File: config.mk
export PLATFORM = sky130hd
export DESIGN_NAME = id_ex_stage
export DESIGN_NICKNAME = d
export VERILOG_FILES = /design/src/rtl/id_ex_stage.sv
export SDC_FILE = /design/constraint.sdc
export NUM_CORES = 1
export LEC_CHECK = 0
export ABC_AREA = 1
export CORE_AREA = 2 2 158 160
export CTS_CLUSTER_DIAMETER = 150
export DETAILED_ROUTE_END_ITERATION = 10
export DIE_AREA = 0 0 160 162
export PLACE_DENSITY_LB_ADDON = 0.08
export SETUP_SLACK_MARGIN = 0.05
export SYNTH_ARGS = -nofsm -noshare
export SYNTH_HDL_FRONTEND = slang
export SYNTH_SLANG_ARGS = --single-unit
File: constraint.sdc
create_clock -name i_clk -period 1.4 [get_ports i_clk]
set_clock_uncertainty 0.05 [all_clocks]
set_input_delay 0.28 -clock i_clk [delete_from_list [all_inputs] [get_ports i_clk]]
set_output_delay 0.28 -clock i_clk [all_outputs]
set_load 0.02 [all_outputs]
File: src/rtl/id_ex_stage.sv
// ID/EX pipeline register with load-use hazard detection, flush and downstream hold.
// Optional performance counters are built when ID_EX_PERF_CNT_EN is defined.
module id_ex_stage #(
  parameter int XLEN = 32
) (
  input  logic            i_clk,
  input  logic            i_reset,
  input  logic            i_flush,
  input  logic            i_ex_stall,
  input  logic            i_id_vld,
  input  logic [XLEN-1:0] i_id_pc,
  input  logic [31:0]     i_id_instr,
  input  logic [XLEN-1:0] i_id_rs1_data,
  input  logic [XLEN-1:0] i_id_rs2_data,
  input  logic [XLEN-1:0] i_id_imm,
  input  logic            i_pc_sel,
  input  logic            i_rd_wren,
  input  logic            i_insn_vld,
  input  logic            i_br_un,
  input  logic            i_opa_sel,
  input  logic            i_opb_sel,
  input  logic            i_mem_wren,
  input  logic            i_ld_un,
  input  logic [3:0]      i_alu_op,
  input  logic [1:0]      i_wb_sel,
  input  logic [1:0]      i_lsu_op,
  output logic            o_ex_vld,
  output logic [XLEN-1:0] o_ex_pc,
  output logic [XLEN-1:0] o_ex_rs1_data,
  output logic [XLEN-1:0] o_ex_rs2_data,
  output logic [XLEN-1:0] o_ex_imm,
  output logic [4:0]      o_ex_rs1,
  output logic [4:0]      o_ex_rs2,
  output logic [4:0]      o_ex_rd,
  output logic            o_ex_pc_sel,
  output logic            o_ex_rd_wren,
  output logic            o_ex_insn_vld,
  output logic            o_ex_br_un,
  output logic            o_ex_opa_sel,
  output logic            o_ex_opb_sel,
  output logic            o_ex_mem_wren,
  output logic            o_ex_ld_un,
  output logic [3:0]      o_ex_alu_op,
  output logic [1:0]      o_ex_wb_sel,
  output logic [1:0]      o_ex_lsu_op,
  output logic            o_stall_id,
  output logic [31:0]     o_bubble_cnt,
  output logic [31:0]     o_flush_cnt
);

  typedef struct packed {
    logic            vld;
    logic [XLEN-1:0] pc;
    logic [XLEN-1:0] rs1_data;
    logic [XLEN-1:0] rs2_data;
    logic [XLEN-1:0] imm;
    logic [4:0]      rs1;
    logic [4:0]      rs2;
    logic [4:0]      rd;
    logic            pc_sel;
    logic            rd_wren;
    logic            insn_vld;
    logic            br_un;
    logic            opa_sel;
    logic            opb_sel;
    logic            mem_wren;
    logic            ld_un;
    logic [3:0]      alu_op;
    logic [1:0]      wb_sel;
    logic [1:0]      lsu_op;
  } ex_t;

  typedef enum logic [1:0] {RUN, HOLD, BUBBLE} mode_e;

  localparam logic [1:0] WB_LSU = 2'b10;

  ex_t   ex_q, ex_d;
  mode_e mode;
  logic  hazard;

  wire [4:0] id_rs1 = i_id_instr[19:15];
  wire [4:0] id_rs2 = i_id_instr[24:20];
  wire [4:0] id_rd  = i_id_instr[11:7];

  // Conservative: rs1/rs2 compared whether or not the ID instruction reads them.
  assign hazard = i_id_vld & ex_q.vld & (ex_q.wb_sel == WB_LSU) & (ex_q.rd != 5'd0) &
                  ((ex_q.rd == id_rs1) | (ex_q.rd == id_rs2));

  assign o_stall_id = (hazard | i_ex_stall) & ~i_flush;

  always_comb begin
    mode = RUN;
    if (i_flush)         mode = BUBBLE;
    else if (i_ex_stall) mode = HOLD;
    else if (hazard)     mode = BUBBLE;
  end

  always_comb begin
    ex_d = '0;
    case (mode)
      HOLD: ex_d = ex_q;
      RUN: if (i_id_vld) begin
        ex_d.vld      = 1'b1;
        ex_d.pc       = i_id_pc;
        ex_d.rs1_data = i_id_rs1_data;
        ex_d.rs2_data = i_id_rs2_data;
        ex_d.imm      = i_id_imm;
        ex_d.rs1      = id_rs1;
        ex_d.rs2      = id_rs2;
        ex_d.rd       = id_rd;
        ex_d.pc_sel   = i_pc_sel;
        ex_d.rd_wren  = i_rd_wren;
        ex_d.insn_vld = i_insn_vld;
        ex_d.br_un    = i_br_un;
        ex_d.opa_sel  = i_opa_sel;
        ex_d.opb_sel  = i_opb_sel;
        ex_d.mem_wren = i_mem_wren;
        ex_d.ld_un    = i_ld_un;
        ex_d.alu_op   = i_alu_op;
        ex_d.wb_sel   = i_wb_sel;
        ex_d.lsu_op   = i_lsu_op;
      end
      default: ex_d = '0;
    endcase
  end

  always_ff @(posedge i_clk) begin
    if (i_reset) ex_q <= '0;
    else         ex_q <= ex_d;
  end

  assign o_ex_vld      = ex_q.vld;
  assign o_ex_pc       = ex_q.pc;
  assign o_ex_rs1_data = ex_q.rs1_data;
  assign o_ex_rs2_data = ex_q.rs2_data;
  assign o_ex_imm      = ex_q.imm;
  assign o_ex_rs1      = ex_q.rs1;
  assign o_ex_rs2      = ex_q.rs2;
  assign o_ex_rd       = ex_q.rd;
  assign o_ex_pc_sel   = ex_q.pc_sel;
  assign o_ex_rd_wren  = ex_q.rd_wren;
  assign o_ex_insn_vld = ex_q.insn_vld;
  assign o_ex_br_un    = ex_q.br_un;
  assign o_ex_opa_sel  = ex_q.opa_sel;
  assign o_ex_opb_sel  = ex_q.opb_sel;
  assign o_ex_mem_wren = ex_q.mem_wren;
  assign o_ex_ld_un    = ex_q.ld_un;
  assign o_ex_alu_op   = ex_q.alu_op;
  assign o_ex_wb_sel   = ex_q.wb_sel;
  assign o_ex_lsu_op   = ex_q.lsu_op;

`ifdef ID_EX_PERF_CNT_EN
  logic [31:0] bubble_cnt_q, flush_cnt_q;

  // A flush-induced bubble is counted as a flush only, never as a hazard bubble.
  always_ff @(posedge i_clk) begin
    if (i_reset) begin
      bubble_cnt_q <= '0;
      flush_cnt_q  <= '0;
    end else begin
      if (mode == BUBBLE && !i_flush) bubble_cnt_q <= bubble_cnt_q + 32'd1;
      if (i_flush && i_id_vld)        flush_cnt_q  <= flush_cnt_q + 32'd1;
    end
  end

  assign o_bubble_cnt = bubble_cnt_q;
  assign o_flush_cnt  = flush_cnt_q;
`else
  assign o_bubble_cnt = '0;
  assign o_flush_cnt  = '0;
`endif

endmodule

==> impl_metrics.env <==
export IMPL_crit_path_max_incr_delay_ps=360
export IMPL_area_growth_pct=64.2
export IMPL_crit_path_top_delay_cell="dfxtp_4"
export IMPL_syn_avg_cell_area_um2=7.73
export IMPL_synth_area_leaders="dfxtp_1 (46%), nand4_1 (14%), a21oi_1 (12%), nand2_1 (11%), buf_4 (6.9%)"
export IMPL_cp_top_family="flip-flops"
export IMPL_dp_hpwl_mm=17.9
export IMPL_cts_made_buffers=17
export IMPL_drc=0
export IMPL_power_mw=11.1
export IMPL_start_util_pct=28.8
export IMPL_r2r_start="o_ex_rd[2]"
export IMPL_clock_path_buffers=2
export IMPL_clock_sinks=160
export IMPL_portBuffers=324
export IMPL_violations="negative setup slack"
export IMPL_antenna_cells=0
export IMPL_wl_per_cell_um=19.4
export IMPL_h_tree_depth=4
export IMPL_grt_usage_pct=20.8
export IMPL_final_cell_mix="nand2_1 (204), clkdlybuf4s50_1 (162), nand4_1 (161)"
export IMPL_num_fill_cells=2473
export IMPL_fin_util_pct=47.4
export IMPL_p_int_mw=7.82
export IMPL_clock_root_buffer="clkbuf_16"
export IMPL_finalCritPeriodShare_pct=138
export IMPL_rows=57
export IMPL_fin_ws_ps=-525
export IMPL_fin_hold_ws_ps=187
export IMPL_grt_max_degree=67
export IMPL_worst_hold_path_type="in2reg"
export IMPL_max_freq_mhz=519
export IMPL_grt_ovfl_total=0
export IMPL_cp_startpoint="o_ex_rd[2]"
export IMPL_end_kind="output port"
export IMPL_crit_chain="buf_4 -> xnor2_1 -> nand3_1 -> nand2_2 -> nand2_4 -> a21oi_4 -> buf_6"
export IMPL_synth_top_area_share_pct=46.1
export IMPL_power_frac_seq_pct=42.4
export IMPL_pre_cts_slack_ps=-1000
export IMPL_cts_clk_slew_worst_paths_ps=70
export IMPL_coreArea_um2=24100
export IMPL_num_vias=7583
export IMPL_drive_gt1_share_pct=26.3
export IMPL_synthDistinctLibCells=19
export IMPL_worst_setup_path_type="reg2out"
export IMPL_yosysSeqAreaShare_pct=46.1
export IMPL_syn_area_um2=6950
export IMPL_p_sw_share_pct=29.2
export IMPL_grt_pass1_wl_mm=41.9
export IMPL_syn_inst=900
export IMPL_pwr_share_comb_pct=14.8
export IMPL_firstDrtPassIters=5
export IMPL_drt_first_iter_violations=461
export IMPL_clock_latency_ps=430
export IMPL_power_switching_mw=3.23
export IMPL_yosys_area_top_type="dfxtp_1"
export IMPL_cts_tree="built"
export IMPL_maxSlewViolCount=0
export IMPL_status="finished with violations"
export IMPL_placed_cells=1512
export IMPL_pwr_share_clk_pct=42.8
export IMPL_p_per_area_nw_per_um2=968
export IMPL_path_buf_inv=2
export IMPL_start_kind="flip-flop"
export IMPL_crit_arrival_ps=1600
export IMPL_yosysWarnings=0
export IMPL_period_needed_ps=1930
export IMPL_die_area_um2=25900
export IMPL_cp_max_fo=4
export IMPL_die_h_um=162
export IMPL_r2r_cells=11
export IMPL_drv_cap=0
export IMPL_worstPathRequired_ps=1070
export IMPL_cp_depth=7
export IMPL_avgViaCountPerCell=4.79
export IMPL_antenna_found_initial=0
export IMPL_finalHoldViolations=0
export IMPL_fin_cells=1584
export IMPL_io_pins=406
export IMPL_wirelength_mm=30.7
export IMPL_rsz0062_at_grt="yes"
export IMPL_nNetsFinal=1428
export IMPL_gp_congestion=0.792
export IMPL_layout_commonest_cell="nand2_1"
export IMPL_crit_path_end="o_stall_id"
export IMPL_hold_depth=2
export IMPL_postRouteAntennaNets=0
export IMPL_die_x_um=160
export IMPL_p_leak_nw=4.91
export IMPL_ys_ff_latch=160
export IMPL_peakVddDrop_uv=600
export IMPL_r2r_end="o_ex_pc_sel"
export IMPL_r2r_slack_ps=-410
export IMPL_setup_viol_count_final=161
export IMPL_grt_pass1_vias=6813
-- how the worst min path moves through the flow --
| stage | start | endpoint | slack [ps] |
|---|---|---|---|
| 5_1_grt | i_reset | o_ex_rs2_data[5] | 180 |
| 4_1_cts | i_reset | o_ex_rd[0] | 170 |
| 3_3_place_gp | o_ex_rs1_data[21] | o_ex_rs1_data[21] | 400 |
| 2_1_floorplan | i_id_instr[8] | o_ex_rd[1] | 390 |
| 3_5_place_dp | o_ex_rs2_data[16] | o_ex_rs2_data[16] | 400 |
| 6_report | i_reset | o_ex_rd[1] | 190 |
-- state kept, by name, indices dropped and copies added, names as in the netlist --
| signal | cells |
|---|---|
| o_ex_pc | 32 |
| o_ex_rs2 | 5 |
| o_ex_rs1 | 5 |
| o_ex_rs1_data | 32 |
| o_ex_imm | 32 |
| o_ex_opb_sel | 1 |
| o_ex_br_un | 1 |
| o_ex_ld_un | 1 |
| o_ex_rd_wren | 1 |
| o_ex_pc_sel | 1 |
| o_ex_wb_sel | 2 |
| o_ex_alu_op | 4 |
| o_ex_opa_sel | 1 |
| o_ex_vld | 1 |
| o_ex_lsu_op | 2 |
| o_ex_insn_vld | 1 |
| o_ex_mem_wren | 1 |
| o_ex_rd | 5 |
| o_ex_rs2_data | 32 |
-- power by group through the flow --
stage	logic [mW]	registers (mW)	clock network, mW
2_1_floorplan	0.724	4.90	0
3_3_place_gp	1.71	4.79	0
3_5_place_dp	1.70	4.79	0
4_1_cts	1.62	4.68	4.83
5_1_grt	1.75	4.69	5.03
6_report	1.64	4.68	4.73
-- metal layers --
metal	track usage, %	vias to the layer above	wire length [µm]
met4	6.67	0	615
met2	34.8	308	15600
met5	0	-	0
li1	-	3672	-
met3	5.90	33	1960
met1	26.0	3570	12600
-- kinds of logic (layout without fill, tap and decap cells) --
| kind of cell | count (synthesis) | in the layout | synth area share, % |
|---|---|---|---|
| buffers and inverters | 193 | 490 | 15.3 |
| other | 1 | 64 | 0.0539 |
| AO/OA/AOI/OAI | 161 | 161 | 11.6 |
| XOR/XNOR | 2 | 2 | 0.252 |
| AND/OR/NAND/NOR | 383 | 383 | 26.8 |
| flip-flops | 160 | 160 | 46.1 |
-- cell usage after synthesis --
cell	count
nand3_1	3
nand4_1	161
inv_1	39
buf_2	14
buf_6	9
nand2_4	1
inv_2	2
nor2_1	9
dfxtp_1	160
xnor2_1	2
nand2_1	207
buf_8	1
nor2_4	1
buf_4	64
a21oi_1	161
clkbuf_1	52
buf_1	12
nor2_2	1
conb_1	1
-- stage by stage --
step	TNS, ps	instance area [µm²]
finish	-56910	11400
global route	-73290	11400
CTS	-63710	10700
detailed placement	-117870	10700
global placement	-114320	10700
floorplan	-1280	7230
-- timing repair --
action / in CTS / in global routing
pin swaps: 4 / 19
buffers inserted: 0 / 14
gates cloned: 5 / 22
hold buffers: 0 / 0
setup endpoints to repair: 320 / 171
gates resized for setup: 672 / 73
-- cell type report --
class | instances | area [µm²] | share of cell area (%)
Timing Repair Buffer | 417 | 4010 | 35.1
Sequential cell | 160 | 3230 | 28.3
Multi-Input combinational cell | 610 | 3040 | 26.6
Clock buffer | 18 | 439 | 3.85
Tap cell | 324 | 405 | 3.55
Inverter | 41 | 159 | 1.39
Clock inverter | 14 | 139 | 1.22
Power figures use the tool's default switching activity.
